<file path="src/rtl/dijkstra_pkg.sv">
// Shared widths, FSM encoding and candidate-entry record for the path-search blocks.
// LISTA_CANDIDATOS_HEURISTICA_EN adds the onward-cost field to the entry and to the pop key.
package dijkstra_pkg;

  localparam int unsigned ADDR_W  = 10;
  localparam int unsigned DIST_W  = 6;
  localparam int unsigned CUSTO_W = 4;
  localparam int unsigned NUM_ENT = 16;
  // One extra bit so distancia+custo can never wrap.
  localparam int unsigned KEY_W   = DIST_W + 1;

  localparam logic [ADDR_W-1:0] NO_NODE = '1;

  typedef enum logic [1:0] {
    ST_IDLE         = 2'd0,
    ST_INSERIR      = 2'd1,
    ST_BUSCAR_MENOR = 2'd2,
    ST_ENTREGAR     = 2'd3
  } estado_t;

  typedef struct packed {
    logic [ADDR_W-1:0]  endereco;
    logic [DIST_W-1:0]  distancia;
`ifdef LISTA_CANDIDATOS_HEURISTICA_EN
    logic [CUSTO_W-1:0] custo;
`endif
    logic [ADDR_W-1:0]  anterior;
  } dados_t;

  typedef struct packed {
    logic   valido;
    dados_t dados;
  } entrada_t;

  // Ordering key used by the minimum scan.
  function automatic logic [KEY_W-1:0] chave_de(input dados_t d);
`ifdef LISTA_CANDIDATOS_HEURISTICA_EN
    return KEY_W'(d.distancia) + KEY_W'(d.custo);
`else
    return KEY_W'(d.distancia);
`endif
  endfunction

endpackage

</file>
<file path="src/rtl/seletor_menor.sv">
// Sequential minimum finder: walks one table entry per cycle while ativo is high and
// remembers the lowest key seen among valid entries (first index wins on ties).
module seletor_menor
  import dijkstra_pkg::*;
#(
  parameter int unsigned NUM_ENTRADAS = NUM_ENT,
  parameter int unsigned CHAVE_W      = KEY_W,
  parameter int unsigned IDX_W        = $clog2(NUM_ENTRADAS)
) (
  input  logic               clk,
  input  logic               rst,
  input  logic               ativo,
  input  logic               candidato_valido,
  input  logic [CHAVE_W-1:0] chave,
  output logic [IDX_W-1:0]   indice,
  output logic               ultimo_c,
  output logic               achou,
  output logic [IDX_W-1:0]   indice_menor
);

  logic [CHAVE_W-1:0] chave_menor;

  assign ultimo_c = (indice == IDX_W'(NUM_ENTRADAS - 1));

  // Outside a scan everything is held cleared so the next scan starts at index 0.
  always_ff @(posedge clk) begin
    if (rst || !ativo) begin
      indice       <= '0;
      achou        <= 1'b0;
      chave_menor  <= '1;
      indice_menor <= '0;
    end else begin
      indice <= indice + IDX_W'(1);
      if (candidato_valido && (!achou || (chave < chave_menor))) begin
        achou        <= 1'b1;
        chave_menor  <= chave;
        indice_menor <= indice;
      end
    end
  end

endmodule

</file>
<file path="src/rtl/lista_candidatos.sv">
// Candidate list for the shortest-path engine: merges tentative distances per node and
// pops the cheapest node on request. Define LISTA_CANDIDATOS_HEURISTICA_EN to key on distancia+custo.
module lista_candidatos
  import dijkstra_pkg::*;
#(
  parameter int unsigned ADDR_WIDTH      = ADDR_W,
  parameter int unsigned DISTANCIA_WIDTH = DIST_W,
  parameter int unsigned CUSTO_WIDTH     = CUSTO_W,
  parameter int unsigned NUM_ENTRADAS    = NUM_ENT
) (
  input  logic                       clk,
  input  logic                       rst,
  input  logic                       ea_atualizar_in,
  input  logic [ADDR_WIDTH-1:0]      ea_endereco_in,
  input  logic [DISTANCIA_WIDTH-1:0] ea_distancia_in,
  input  logic [CUSTO_WIDTH-1:0]     ea_menor_vizinho_in,
  input  logic [ADDR_WIDTH-1:0]      ea_anterior_in,
  input  logic                       lvv_pedir_menor_in,
  output logic                       lc_ocupado_out,
  output logic                       lc_menor_valido_out,
  output logic [ADDR_WIDTH-1:0]      lc_menor_addr_out,
  output logic [DISTANCIA_WIDTH-1:0] lc_menor_distancia_out,
  output logic [ADDR_WIDTH-1:0]      lc_menor_anterior_out,
  output logic                       lc_vazio_out,
  output logic                       lc_cheio_out,
  output logic                       lc_overflow_out
);

  localparam int unsigned IDX_W = $clog2(NUM_ENTRADAS);

  estado_t                 estado, estado_prox;
  logic                    pendente, pendente_prox;
  logic                    capturar, ativo;
  entrada_t                tabela [NUM_ENTRADAS];
  dados_t                  captura;
  logic [NUM_ENTRADAS-1:0] validos;
  logic                    casou, livre;
  logic [IDX_W-1:0]        idx_casou, idx_livre;
  logic [IDX_W-1:0]        indice, indice_menor;
  logic                    ultimo_c, achou;
  logic                    candidato_valido;
  logic [KEY_W-1:0]        chave;

`ifndef LISTA_CANDIDATOS_HEURISTICA_EN
  logic [CUSTO_WIDTH-1:0] unused_custo;
  assign unused_custo = ea_menor_vizinho_in;
`endif

  always_comb begin
    validos = '0;
    for (int i = 0; i < NUM_ENTRADAS; i++) validos[i] = tabela[i].valido;
  end

  assign lc_vazio_out = ~|validos;
  assign lc_cheio_out = &validos;

  // Parallel address match and lowest free slot; descending walk leaves the lowest index.
  always_comb begin
    casou     = 1'b0;
    idx_casou = '0;
    livre     = 1'b0;
    idx_livre = '0;
    for (int i = int'(NUM_ENTRADAS) - 1; i >= 0; i--) begin
      if (validos[i] && (tabela[i].dados.endereco == captura.endereco)) begin
        casou     = 1'b1;
        idx_casou = IDX_W'(i);
      end
      if (!validos[i]) begin
        livre     = 1'b1;
        idx_livre = IDX_W'(i);
      end
    end
  end

  assign candidato_valido = tabela[indice].valido;
  assign chave            = chave_de(tabela[indice].dados);

  seletor_menor #(
    .NUM_ENTRADAS (NUM_ENTRADAS),
    .CHAVE_W      (KEY_W),
    .IDX_W        (IDX_W)
  ) u_seletor (
    .clk              (clk),
    .rst              (rst),
    .ativo            (ativo),
    .candidato_valido (candidato_valido),
    .chave            (chave),
    .indice           (indice),
    .ultimo_c         (ultimo_c),
    .achou            (achou),
    .indice_menor     (indice_menor)
  );

  // Next-state logic; an update beats a simultaneous pop, which is parked as pending.
  always_comb begin
    estado_prox   = estado;
    pendente_prox = pendente;
    capturar      = 1'b0;
    ativo         = 1'b0;
    case (estado)
      ST_IDLE: begin
        if (pendente) begin
          pendente_prox = 1'b0;
          estado_prox   = ST_BUSCAR_MENOR;
        end else if (ea_atualizar_in) begin
          capturar    = 1'b1;
          estado_prox = ST_INSERIR;
          if (lvv_pedir_menor_in) pendente_prox = 1'b1;
        end else if (lvv_pedir_menor_in) begin
          estado_prox = ST_BUSCAR_MENOR;
        end
      end
      ST_INSERIR: estado_prox = ST_IDLE;
      ST_BUSCAR_MENOR: begin
        ativo = 1'b1;
        if (ultimo_c) estado_prox = ST_ENTREGAR;
      end
      ST_ENTREGAR: estado_prox = ST_IDLE;
      default: estado_prox = ST_IDLE;
    endcase
  end

  always_ff @(posedge clk) begin
    if (rst) begin
      estado         <= ST_IDLE;
      pendente       <= 1'b0;
      lc_ocupado_out <= 1'b0;
    end else begin
      estado         <= estado_prox;
      pendente       <= pendente_prox;
      lc_ocupado_out <= (estado_prox != ST_IDLE) || pendente_prox;
    end
  end

  // Table storage, capture register and pop result registers.
  always_ff @(posedge clk) begin
    if (rst) begin
      for (int i = 0; i < NUM_ENTRADAS; i++) tabela[i] <= '0;
      captura                <= '0;
      lc_overflow_out        <= 1'b0;
      lc_menor_valido_out    <= 1'b0;
      lc_menor_addr_out      <= '0;
      lc_menor_distancia_out <= '0;
      lc_menor_anterior_out  <= '0;
    end else begin
      lc_menor_valido_out <= 1'b0;

      if (capturar) begin
        captura.endereco  <= ea_endereco_in;
        captura.distancia <= ea_distancia_in;
`ifdef LISTA_CANDIDATOS_HEURISTICA_EN
        captura.custo     <= ea_menor_vizinho_in;
`endif
        captura.anterior  <= ea_anterior_in;
      end

      if (estado == ST_INSERIR) begin
        if (casou) begin
          if (captura.distancia < tabela[idx_casou].dados.distancia)
            tabela[idx_casou].dados <= captura;
        end else if (livre) begin
          tabela[idx_livre] <= '{valido: 1'b1, dados: captura};
        end else begin
          lc_overflow_out <= 1'b1;
        end
      end

      if (estado == ST_ENTREGAR) begin
        lc_menor_valido_out <= 1'b1;
        if (achou) begin
          lc_menor_addr_out             <= tabela[indice_menor].dados.endereco;
          lc_menor_distancia_out        <= tabela[indice_menor].dados.distancia;
          lc_menor_anterior_out         <= tabela[indice_menor].dados.anterior;
          tabela[indice_menor].valido   <= 1'b0;
        end else begin
          lc_menor_addr_out      <= NO_NODE;
          lc_menor_distancia_out <= '1;
          lc_menor_anterior_out  <= NO_NODE;
        end
      end
    end
  end

endmodule

</file>
<file path="config.mk">
export PLATFORM = sky130hd
export DESIGN_NAME = lista_candidatos
export DESIGN_NICKNAME = d
export VERILOG_FILES = /design/src/rtl/dijkstra_pkg.sv /design/src/rtl/seletor_menor.sv /design/src/rtl/lista_candidatos.sv
export SDC_FILE = /design/constraint.sdc
export NUM_CORES = 1
export LEC_CHECK = 0
export CAP_MARGIN = 20
export CORE_UTILIZATION = 25
export DETAILED_ROUTE_END_ITERATION = 6
export GPL_TIMING_DRIVEN = 0
export HOLD_SLACK_MARGIN = 0.03
export PLACE_DENSITY = 0.42
export SYNTH_ARGS = -nofsm -noshare
export SYNTH_HDL_FRONTEND = slang
export SYNTH_HIERARCHICAL = 1
export SYNTH_SLANG_ARGS = --single-unit
</file>
<file path="constraint.sdc">
create_clock -name clk -period 8.5 [get_ports clk]
set_clock_uncertainty 0.1 [all_clocks]
set_input_delay 2.55 -clock clk [delete_from_list [all_inputs] [get_ports clk]]
set_output_delay 2.55 -clock clk [all_outputs]
set_load 0.02 [all_outputs]
</file>
==> metrics.md, run 1 <==
| Metric | Value |
|---|---|
| Status | `finished with violations` |
| Failing checks | `design-rule violations` |
| Non-Filler Instances | `4200` |
| Final Hold Viols | `0` |
| Setup repair after global routing missed its margin | `false` |
| Core area | `approximately 0.12 mm²` |
| Static leakage | `between 0.01 and 0.015 µW` |
| All-Layer GR Usage | `~23%` |
| Nets@finish | `~2600` |
| Tightest Pin Transition | `1.242 ns` |
| Cells after Synth | `between 2000 and 2500` |
| Port Buffer Count | `60` |
| Average cell area after synthesis | `around 13 µm²` |
| Clk slew on worst S/H paths | `~0.050 ns` |
| Initial Utilization | `25.26%` |
| Sequential area share after synthesis | `46.10%` |
| Worst skew pair latency | `0.66 ns` |
| Netlist cell types | `a little over 90` |
| CTS max path bufs | `3` |
| Critical path class | `reg2reg` |
| Min Clock Period, post-route | `roughly 8.4 ns` |
| Vias/cell | `about 5.6` |
| Tightest Hold Check Type | `reg2reg` |
| Slew HR | `between 15 and 20%` |
| DPL Wire Length | `approximately 120 mm` |
| Avg WL per Cell | `35.43 µm` |
| Setup_tns | `0 ns` |
| Routed via count | `roughly 24000` |
| Startpoint Class | `flop` |
| Main flop type after synthesis | `edfxtp_1` |
| Post-synthesis register bit count | `~510` |
| Data required, critical path | `roughly 8.7 ns` |
| Crit share post-route | `just under 100%` |
| CTS tree | `done` |
| Final wirelength | `between 100 and 150 mm` |
| Root Buffer | `clkbuf_16` |
| Die area | `around 0.13 mm²` |
| Vias in the first global route | `around 24000` |
| Achievable Freq | `119.4 MHz` |
| Filler cells | `between 10000 and 15000` |
| CTS buffer count | `68` |
| DR iter-0 viols | `just over 3000` |
| Inserted Diodes | `0` |
| Final setup fails | `0` |
| CP Max Fanout | `15` |
| Cell Rows | `between 100 and 150` |
| DRC | `14` |
| Crit end category | `flop` |
| Mapped Area | `0.03135 mm²` |
| Htree depth | `3` |
| Max VDD drop | `roughly 0.14 mV` |
| Placed cell count | `about 4000` |
| Finished Cell Area | `around 0.037 mm²` |
| Area occupied by multi-input gates | `0.01472 mm²` |
| Total grt overflow | `0` |
| DR WL met3 | `12.43 mm` |
| Number of flops mapped to enable cells by yosys | `432` |
| WL met2 | `between 60 and 70 mm` |
| Global-route wire length before repair | `between 200 and 250 mm` |
| Fraction of registers with async set/reset | `0%` |
| Reg area | `around 0.014 mm²` |
| IO Count | `between 60 and 70` |
| RD Place Congestion | `between 0.9 and 1` |
| Die Ht | `roughly 360 µm` |
| First drt pass iteration count | `7` |
| Clk sinks | `approximately 510` |
| Slew Limit Fails | `0` |
| Area after DPL | `~0.035 mm²` |
| Die width | `356.1 µm` |
| CP Data Arrival Time | `~8.6 ns` |
| Final antenna-violating net count | `0` |
| Top Metal Used | `met4` |
| Wl on met1 | `approximately 63 mm` |
| MaxCap Viol Count | `0` |
| Initial antenna violation count | `2` |
| Layout Area Growth over Synthesis | `19.02%` |
| Layout cells sized above 1 | `about a third` |
| Largest net degree at the start of global routing | `27` |
| Pwr dens | `roughly 180 mW/mm²` |
| Yosys Warn Count | `6` |
[sequential cells by signal, summed over array words and instances (netlist names)]
signal	count
estado	2
u_seletor/indice_menor	4
u_seletor/chave_menor	7
lc_menor_distancia_out	6
lc_overflow_out	1
u_seletor/indice	4
lc_menor_anterior_out	10
lc_menor_addr_out	10
captura	26
tabela	432
u_seletor/achou	1
lc_menor_valido_out	1
lc_ocupado_out	1
pendente	1
[final cells by class]
| cell class | instances | area share, % |
|---|---|---|
| buffer | 246 | 5.861 |
| clock buffer | 88 | 5.036 |
| clock inverter | 37 | 1.274 |
| inverter | 41 | 0.4124 |
| multi-input combinational | 1539 | 39.44 |
| sequential | 506 | 38.73 |
| tap | 1637 | 5.489 |
| timing repair buffer | 106 | 3.749 |
[critical path: stages, from the launching register on]
cell      delay [ns]
dfxtp_1         0.61
buf_6           0.32
buf_6           0.25
xnor2_1         0.18
nand4_1         0.12
nor3_1          0.51
or2_2           0.34
nor3b_2         0.10
nor2_1          0.52
buf_2           0.44
mux2i_1         0.13
mux2i_1         0.36
mux2i_1         0.13
mux2_2          0.30
ha_1            0.29
a21o_1          0.16
a21o_1          0.18
a211oi_1        0.41
o211ai_1        0.33
a41o_1          0.32
a311oi_1        0.37
a31oi_4         0.30
buf_2           0.33
o21ai_4         0.67
buf_16          0.24
[synth_stat cells, types with 32 or more instances]
| library cell | instances | area, µm² |
|---|---|---|
| nand2_1 | 166 | 623.1 |
| a21oi_1 | 40 | 200.2 |
| nor3_1 | 117 | 585.6 |
| a211oi_2 | 193 | 2415 |
| clkbuf_1 | 64 | 240.2 |
| nor2_1 | 81 | 304.0 |
| mux4_2 | 165 | 3716 |
| nor3_2 | 32 | 320.3 |
| edfxtp_1 | 432 | 12970 |
| nand4_1 | 63 | 394.1 |
| xnor2_1 | 155 | 1358 |
| a211oi_1 | 65 | 488.0 |
| a2111oi_2 | 59 | 885.9 |
| clkbuf_8 | 50 | 688.2 |
| o21ai_0 | 41 | 205.2 |
| inv_1 | 41 | 153.9 |
| buf_2 | 35 | 175.2 |
| mux2i_1 | 74 | 740.7 |
| nand3_1 | 73 | 365.4 |
| dfxtp_1 | 74 | 1481 |
[routing by layer]
layer  up-vias  GRT usage (%)
met4         0          9.099
met2      1294          36.43
met5         -              0
met1     12430          30.79
met3       242          5.217
li1       9650              -
[cells in the final DEF, fill, tap and decap left out, types with 11 or more instances in the layout]
| master | netlist | layout |
|---|---|---|
| buf_2 | 35 | 41 |
| clkdlybuf4s50_1 | 0 | 60 |
| ha_1 | 12 | 12 |
| nand3_1 | 73 | 71 |
| a2111oi_2 | 59 | 59 |
| nor3_1 | 117 | 117 |
| clkbuf_16 | 0 | 70 |
| nand4_1 | 63 | 63 |
| a21oi_1 | 40 | 40 |
| or3_1 | 11 | 11 |
| o22ai_1 | 26 | 26 |
| a211oi_1 | 65 | 65 |
| dfxtp_1 | 74 | 74 |
| xnor2_1 | 155 | 155 |
| mux4_2 | 165 | 165 |
| nor3_2 | 32 | 32 |
| edfxtp_1 | 432 | 432 |
| a31oi_1 | 11 | 11 |
| buf_1 | 28 | 24 |
| clkinv_2 | 0 | 11 |
| nand2_1 | 166 | 166 |
| inv_1 | 41 | 41 |
| mux2i_1 | 74 | 74 |
| buf_8 | 7 | 28 |
| o21ai_0 | 41 | 32 |
| buf_12 | 23 | 32 |
| buf_6 | 31 | 33 |
| nor2_1 | 81 | 81 |
| a211oi_2 | 193 | 193 |
| clkbuf_1 | 64 | 76 |
| clkbuf_8 | 50 | 56 |
[cell families (layout without fill, tap and decap cells)]
kind of cell,count (synthesis),in the layout,share of synthesized area [%]
buffers and inverters,287,518,7.450
multiplexers,244,244,14.39
AO/OA/AOI/OAI,498,498,16.23
other,1,2,0.01196
AND/OR/NAND/NOR,621,621,10.66
adder cells (fa/ha/maj),12,12,0.4789
XOR/XNOR,162,162,4.669
flip-flops,506,506,46.10
[stage by stage]
step	utilization, %	power, µW	setup slack (ns)	hold WS (ns)
floorplan	-	3398	1.364	0.3401
global placement	27.40	3794	-3.703	0.3565
detailed placement	28.07	3818	0.3248	0.3578
CTS	29.97	6864	0.2966	0.3723
global route	30.06	6993	0.02829	0.3947
finish	30.06	6847	0.1216	0.3734
[what timing repair did]
action,4_1_cts,5_1_grt
hold buffers,0,0
endpoints found under the setup margin,0,11
resized for setup,0,0
buffers inserted,0,3
[final timing paths]
path	startpoint	end	slack (ns)	depth (start not counted)
hold reg to reg	u_seletor/indice_menor[0]$_SDFFE_PP0P_	u_seletor/indice_menor[0]$_SDFFE_PP0P_	0.37	2
setup / recovery	captura[22]$_SDFFE_PP0P_	tabela[5][12]$_SDFFCE_PN0P_	0.12	24
setup reg to reg	captura[22]$_SDFFE_PP0P_	tabela[5][12]$_SDFFCE_PN0P_	0.12	24
hold / removal	u_seletor/indice_menor[0]$_SDFFE_PP0P_	u_seletor/indice_menor[0]$_SDFFE_PP0P_	0.37	2
[power breakdown]
part           switching [µW]  leakage (µW)  internal (µW)
Combinational             622       0.00450            294
Sequential               92.9       0.00507           2780
Clock                    1230       0.00114           1820
Power figures use the tool's default switching activity.
==> run 2, diff against run 1 <==
--- a/config.mk
+++ b/config.mk
@@ -7,6 +7,7 @@
 export LEC_CHECK = 0
 export CAP_MARGIN = 20
 export CORE_UTILIZATION = 25
+export CTS_CLUSTER_SIZE = 12
 export DETAILED_ROUTE_END_ITERATION = 6
 export GPL_TIMING_DRIVEN = 0
 export HOLD_SLACK_MARGIN = 0.03
==> metrics.md, run 2 (same netlist as run 1, synthesis figures left out) <==
| Metric | Value |
|---|---|
| Most frequent cells in the layout | `edfxtp_1, a211oi_2, nand2_1, mux4_2, xnor2_1` |
| Area after DPL | `0.03484 mm² (unchanged)` |
| IO Count | `65 (unchanged)` |
| DPL Wire Length | `115.7 mm (unchanged)` |
| Total grt overflow | `0 (unchanged)` |
| Data required, critical path | `8.72 ns (about the same)` |
| Worst skew pair latency | `0.67 ns (about the same)` |
| Max VDD drop | `0.1408 mV (about the same)` |
| R2R setup slack | `0.18 ns (+0.05 ns)` |
| Vias in the first global route | `23620 (-0.17%)` |
| Vias/cell | `5.619 (about the same)` |
| Reg-to-reg endpoint | `tabela[5][12]$_SDFFCE_PN0P_` |
| Top Registers | `tabela x432, captura x26` |
| Die width | `356.1 µm (unchanged)` |
| Reg2Reg Launch Point | `captura[22]$_SDFFE_PP0P_` |
| CP Data Arrival Time | `8.54 ns (-0.05 ns)` |
| Nets@finish | `2554 (unchanged)` |
| Internal power | `4936 µW (+0.77%)` |
| Port Buffer Count | `60 (unchanged)` |
| Tightest Hold Check Type | `reg2reg` |
| Status | `finished with violations` |
| Comb power frac | `13.3% (about the same)` |
| Slew Limit Fails | `0 (unchanged)` |
| Finished Cell Area | `0.03735 mm² (about the same)` |
| CTS buffer count | `68 (unchanged)` |
| CTS tree | `done` |
| Critical path class | `reg2reg` |
| Hold_buf cts | `0 (unchanged)` |
| CTS max path bufs | `3 (unchanged)` |
| Avg WL per Cell | `35.50 µm (+0.19%)` |
| CTS resizes | `0 (unchanged)` |
| All-Layer GR Usage | `23.17% (about the same)` |
| Layout Area Growth over Synthesis | `19.13% (about the same)` |
| Final Util | `30.09% (about the same)` |
| DRC | `10 (-4)` |
| Die Ht | `356.1 µm (unchanged)` |
| Startpoint Class | `flop` |
| Flop pwr share | `41.7% (-0.3 points)` |
| Global-route wire length before repair | `201.0 mm (about the same)` |
| Sw frac | `28.32% (-0.13 points)` |
| Root Buffer | `clkbuf_16` |
| Wl on met1 | `63.38 mm (+1.1%)` |
| Htree depth | `3 (unchanged)` |
| Crit share post-route | `97.92% (-0.64 points)` |
| Largest register by flop count | `tabela` |
| Clock Power Share | `45.0% (+0.4 points)` |
| DR WL met3 | `11.99 mm (-3.5%)` |
| Hold depth | `2 (unchanged)` |
| Slew HR | `19.93% (+2.7 points)` |
| Sw power | `1951 µW (+0.12%)` |
| Achievable Freq | `120.1 MHz (+0.66%)` |
| Crit end category | `flop` |
| Hold path endpoint | `u_seletor/indice_menor[1]$_SDFFE_PP0P_` |
| Final setup fails | `0 (unchanged)` |
| Pwr dens | `184.4 mW/mm² (+0.49%)` |
| Cell Rows | `129 (unchanged)` |
| CP Max Fanout | `15 (unchanged)` |
| Hold path startpoint | `u_seletor/indice_menor[1]$_SDFFE_PP0P_` |
| R2R cell count | `24 (unchanged)` |
| Clk sinks | `506 (unchanged)` |
| Routed via count | `23610 (-0.051%)` |
| Inserted Diodes | `0 (unchanged)` |
| Final antenna-violating net count | `0 (unchanged)` |
| Final wirelength | `149.1 mm (+0.22%)` |
| Layout cells sized above 1 | `33.00% (+0.065 points)` |
| Final Hold Viols | `0 (unchanged)` |
| Min Clock Period, post-route | `8.324 ns (-0.05476 ns)` |
| WL met2 | `67.60 mm (+0.23%)` |
| Tightest Pin Transition | `1.201 ns (-0.04089 ns)` |
| Max reg flops | `432 (unchanged)` |
| Setup repair after global routing missed its margin | `false` |
| MaxCap Viol Count | `0 (unchanged)` |
| Top Metal Used | `met4` |
| Pwr Total | `6887 µW (+0.59%)` |
| Failing checks | `design-rule violations` |
| Core area | `0.1241 mm² (unchanged)` |
| RD Place Congestion | `0.9494 (unchanged)` |
| First drt pass iteration count | `7 (unchanged)` |
| Die area | `0.1268 mm² (unchanged)` |
| Largest net degree at the start of global routing | `27 (unchanged)` |
| DR iter-0 viols | `2935 (-3.7%)` |
| Clk slew on worst S/H paths | `0.05 ns (about the same)` |
| Initial antenna violation count | `2 (unchanged)` |
| Initial Utilization | `25.26% (unchanged)` |
| Static leakage | `0.01073 µW (+0.18%)` |
| Setup_tns | `0 ns (unchanged)` |
| Commonest non-fill, non-tap cell in the layout | `edfxtp_1` |
## run 2: power by group through the flow
stage	Combinational (µW)	Sequential [µW]	Clock (µW)
finish	915	2870	3100
global route	945	2880	3210
CTS	900	2870	3130
detailed placement	897	2920	0
global placement	862	2930	0
floorplan	516	2880	0
## run 2: how the worst max path moves through the flow
stage | from | end | slack, ns | cells after the start
2_1_floorplan | captura[25]$_SDFFE_PP0P_ | tabela[1][0]$_SDFFCE_PN0P_ | 1.36 | 23
3_3_place_gp | captura[22]$_SDFFE_PP0P_ | tabela[9][0]$_SDFFCE_PN0P_ | -3.70 | 23
3_5_place_dp | captura[23]$_SDFFE_PP0P_ | tabela[13][7]$_SDFFCE_PN0P_ | 0.32 | 24
4_1_cts | captura[23]$_SDFFE_PP0P_ | tabela[13][3]$_SDFFCE_PN0P_ | 0.28 | 24
5_1_grt | captura[22]$_SDFFE_PP0P_ | tabela[5][12]$_SDFFCE_PN0P_ | 0.03 | 24
6_report | captura[22]$_SDFFE_PP0P_ | tabela[5][12]$_SDFFCE_PN0P_ | 0.18 | 24
## run 2: layout make-up
| type | instances | area, µm² |
|---|---|---|
| plain buffers | 246 | 2187 |
| repair buffers | 106 | 1399 |
| fillers | 12410 | 86770 |
| multi-input cells | 1539 | 14720 |
| well taps | 1637 | 2048 |
| inverters | 41 | 153.9 |
| flip-flops and latches | 506 | 14450 |
| clock buffers | 88 | 1889 |
| clock inverters | 38 | 501.7 |
## run 2: per-stage QoR
stage | hold slack (ns) | setup slack (ns) | cells
finish | 0.3706 | 0.1764 | 4201
global route | 0.3947 | 0.03198 | 4201
CTS | 0.3723 | 0.2784 | 4194
detailed placement | 0.3578 | 0.3248 | 4068
global placement | 0.3565 | -3.703 | 4029
floorplan | 0.3401 | 1.364 | 2332
## run 2: critical path, stage by stage, from the launching register on
cell,delay (ns)
dfxtp_1,0.62
buf_6,0.31
buf_6,0.24
xnor2_1,0.18
nand4_1,0.14
nor3_1,0.50
or2_2,0.33
nor3b_2,0.10
nor2_1,0.51
buf_2,0.44
mux2i_1,0.14
mux2i_1,0.34
mux2i_1,0.14
mux2_2,0.31
ha_1,0.29
a21o_1,0.16
a21o_1,0.18
a211oi_1,0.41
o211ai_1,0.32
a41o_1,0.32
a311oi_1,0.37
a31oi_4,0.29
buf_2,0.33
o21ai_4,0.64
buf_16,0.24
## run 2: routing by layer
metal,vias up,global-route usage (%)
li1,9653,-
met1,12490,30.76
met2,1224,36.48
met3,243,5.258
met4,0,9.056
met5,-,0
## run 2: timing repair
action | in CTS | in global routing
hold endpoints to repair | 0 | 0
buffers inserted | 0 | 3
setup endpoints to repair | 0 | 11
==> run 3, diff against run 2 <==
--- a/config.mk
+++ b/config.mk
@@ -11,7 +11,6 @@
 export DETAILED_ROUTE_END_ITERATION = 6
 export GPL_TIMING_DRIVEN = 0
 export HOLD_SLACK_MARGIN = 0.03
-export PLACE_DENSITY = 0.42
 export SYNTH_ARGS = -nofsm -noshare
 export SYNTH_HDL_FRONTEND = slang
 export SYNTH_HIERARCHICAL = 1
==> metrics.md, run 3 (same netlist as run 1, synthesis figures left out) <==
| Metric | Value |
|---|---|
| Status | `finished with violations` |
| Failing checks | `design-rule violations` |
| Worst skew pair latency | `0.66 ns (about the same)` |
| Internal power | `4530 µW (-8.2%)` |
| Pwr dens | `171.9 mW/mm² (-6.8%)` |
| Largest net degree at the start of global routing | `27 (unchanged)` |
| Placed cell count | `4061 (-0.17%)` |
| Clock Power Share | `40.7% (-4.3 points)` |
| Initial Utilization | `25.26% (unchanged)` |
| Largest register by flop count | `tabela` |
| Max reg flops | `432 (unchanged)` |
| Most frequent cells in the layout | `edfxtp_1, a211oi_2, nand2_1, mux4_2, xnor2_1` |
| Top Registers | `tabela x432, captura x26` |
| Commonest non-fill, non-tap cell in the layout | `edfxtp_1` |
| Final setup fails | `0 (unchanged)` |
| Setup repair after global routing missed its margin | `false` |
| First drt pass iteration count | `7 (unchanged)` |
| Slew HR | `16.32% (-3.6 points)` |
| CTS resizes | `0 (unchanged)` |
| IO Count | `65 (unchanged)` |
| Layout Area Growth over Synthesis | `16.92%` |
| CTS tree | `done` |
| Final antenna-violating net count | `0 (unchanged)` |
| Clk slew on worst S/H paths | `0.06 ns (about the same)` |
| Worst path max stage delay | `0.50 ns (-0.14 ns)` |
| Die area | `0.1268 mm² (unchanged)` |
| Hold depth | `2 (unchanged)` |
| Crit share post-route | `92.09% (-5.8 points)` |
| Sw frac | `28.10% (-0.22 points)` |
| Hold_buf cts | `0 (unchanged)` |
| Core area | `0.1241 mm² (unchanged)` |
| CTS buffer count | `56 (-18%)` |
| Tightest Pin Transition | `1.255 ns (+0.05407 ns)` |
| Port Buffer Count | `60 (unchanged)` |
| Crit end category | `flop` |
| Clk sinks | `506 (unchanged)` |
| Post-CTS Setup Inserts | `0 (unchanged)` |
| Flop pwr share | `45.5% (+3.8 points)` |
| All-Layer GR Usage | `19.99% (-3.2 points)` |
| Data required, critical path | `8.74 ns (+0.02 ns)` |
| Nets@finish | `2536 (-0.70%)` |
| Max VDD drop | `0.1499 mV (+6.4%)` |
| Min Clock Period, post-route | `7.828 ns (-0.4957 ns)` |
| Die Ht | `356.1 µm (unchanged)` |
| Achievable Freq | `127.7 MHz (+6.3%)` |
| DPL Wire Length | `98.76 mm (-15%)` |
| Total grt overflow | `0 (unchanged)` |
| RD Place Congestion | `0.9682 (+2.0%)` |
| CP Max Fanout | `20 (+5)` |
| Root Buffer | `clkbuf_16` |
| Vias in the first global route | `22950 (-2.8%)` |
| Comb power frac | `13.8% (+0.5 points)` |
| Slew Limit Fails | `0 (unchanged)` |
| CTS max path bufs | `3 (unchanged)` |
| Worst path slowest cell | `a211oi_2` |
| DRC | `5 (-5)` |
| Cell Rows | `129 (unchanged)` |
| R2R setup slack | `0.67 ns (+0.50 ns)` |
| R2R cell count | `23 (-4.2%)` |
| DR iter-0 viols | `3429 (+17%)` |
| Setup slack at placement | `0.8900 ns (+0.5652 ns)` |
| Critical path class | `reg2reg` |
| Vias/cell | `5.659 (+0.71%)` |
| Tightest Hold Check Type | `reg2reg` |
| Crit path cell chain | `buf_6 -> buf_8 -> xnor2_1 -> nand4_2 -> or3_1 -> a211oi_2 -> nor3_2 -> o21ai_4 -> buf_2 -> mux2i_1 -> mux2i_1 -> mux2_2 -> ha_1 -> a21o_1 -> a21o_1 -> a211oi_1 -> o211ai_1 -> a41o_1 -> a311oi_1 -> a31oi_4 -> buf_2 -> o21ai_4 -> buf_12` |
| Non-Filler Instances | `4174 (-0.64%)` |
| Sw power | `1771 µW (-9.2%)` |
| Die width | `356.1 µm (unchanged)` |
| Avg WL per Cell | `31.03 µm (-13%)` |
| Initial antenna violation count | `2 (unchanged)` |
| Final WS setup | `0.6721 ns (+0.4957 ns)` |
| MaxCap Viol Count | `0 (unchanged)` |
| CP Data Arrival Time | `8.07 ns (-0.47 ns)` |
| Global-route wire length before repair | `179.7 mm (-11%)` |
| Routed via count | `23620 (+0.064%)` |
| Htree depth | `2 (-1)` |
| Startpoint Class | `flop` |
| Final wirelength | `129.5 mm (-13%)` |
| Layout cells sized above 1 | `31.98% (-1.0 points)` |
| Final Hold Viols | `0 (unchanged)` |
| Static leakage | `0.01039 µW (-3.2%)` |
==> run 3: worst max-delay path: cells and delay by family, from the launching register on <==
kind / cells / cell delay, ns
compound gates: 10 / 3.40
xor+xnor: 1 / 0.20
fa+ha+maj: 1 / 0.29
buf+inv: 5 / 1.53
flops: 1 / 0.45
mux: 3 / 0.72
simple gates: 3 / 0.79
==> run 3: path summary, 6_finish.rpt <==
kind	startpoint	end
worst max-delay path	captura[19]$_SDFFE_PP0P_	tabela[5][17]$_SDFFCE_PN0P_
worst min-delay path	u_seletor/indice_menor[1]$_SDFFE_PP0P_	u_seletor/indice_menor[1]$_SDFFE_PP0P_
worst max register to register	captura[19]$_SDFFE_PP0P_	tabela[5][17]$_SDFFCE_PN0P_
worst min register to register	u_seletor/indice_menor[1]$_SDFFE_PP0P_	u_seletor/indice_menor[1]$_SDFFE_PP0P_
==> run 3: layout make-up <==
class                      instances  area, µm²
tap                             1637       2048
clock inverter                    29      329.1
fill                           12370      87460
clock buffer                      75       1554
multi-input combinational       1539      14720
buffer                           246       2183
sequential                       506      14450
antenna                            1      2.502
timing repair buffer             100       1214
inverter                          41      153.9
==> run 3: routing by layer <==
layer  part of all wire [%]  GRT usage [%]
met5                  0.025              0
met4                    6.2          11.20
met3                     11          4.829
met2                     45          30.93
met1                     38          25.54
==> run 3: per-stage QoR <==
step	util, %	total power, µW	hold slack, ns	cell area [µm²]	setup TNS, ns
3_3_place_gp	27.40	3738	0.3523	34010	-745.62
6_report	29.53	6301	0.3805	36660	0
3_5_place_dp	27.93	3758	0.3667	34660	0
2_1_floorplan	-	3398	0.3401	31360	0
5_1_grt	29.53	6417	0.3914	36660	0
4_1_cts	29.44	6273	0.3798	36550	0
==> run 3: power groups by stage <==
stage          sequential, µW  clock [µW]  combinational [µW]
6_report                 2870        2560                 868
5_1_grt                  2870        2660                 888
4_1_cts                  2860        2570                 844
3_5_place_dp             2920           0                 842
3_3_place_gp             2930           0                 811
2_1_floorplan            2880           0                 516
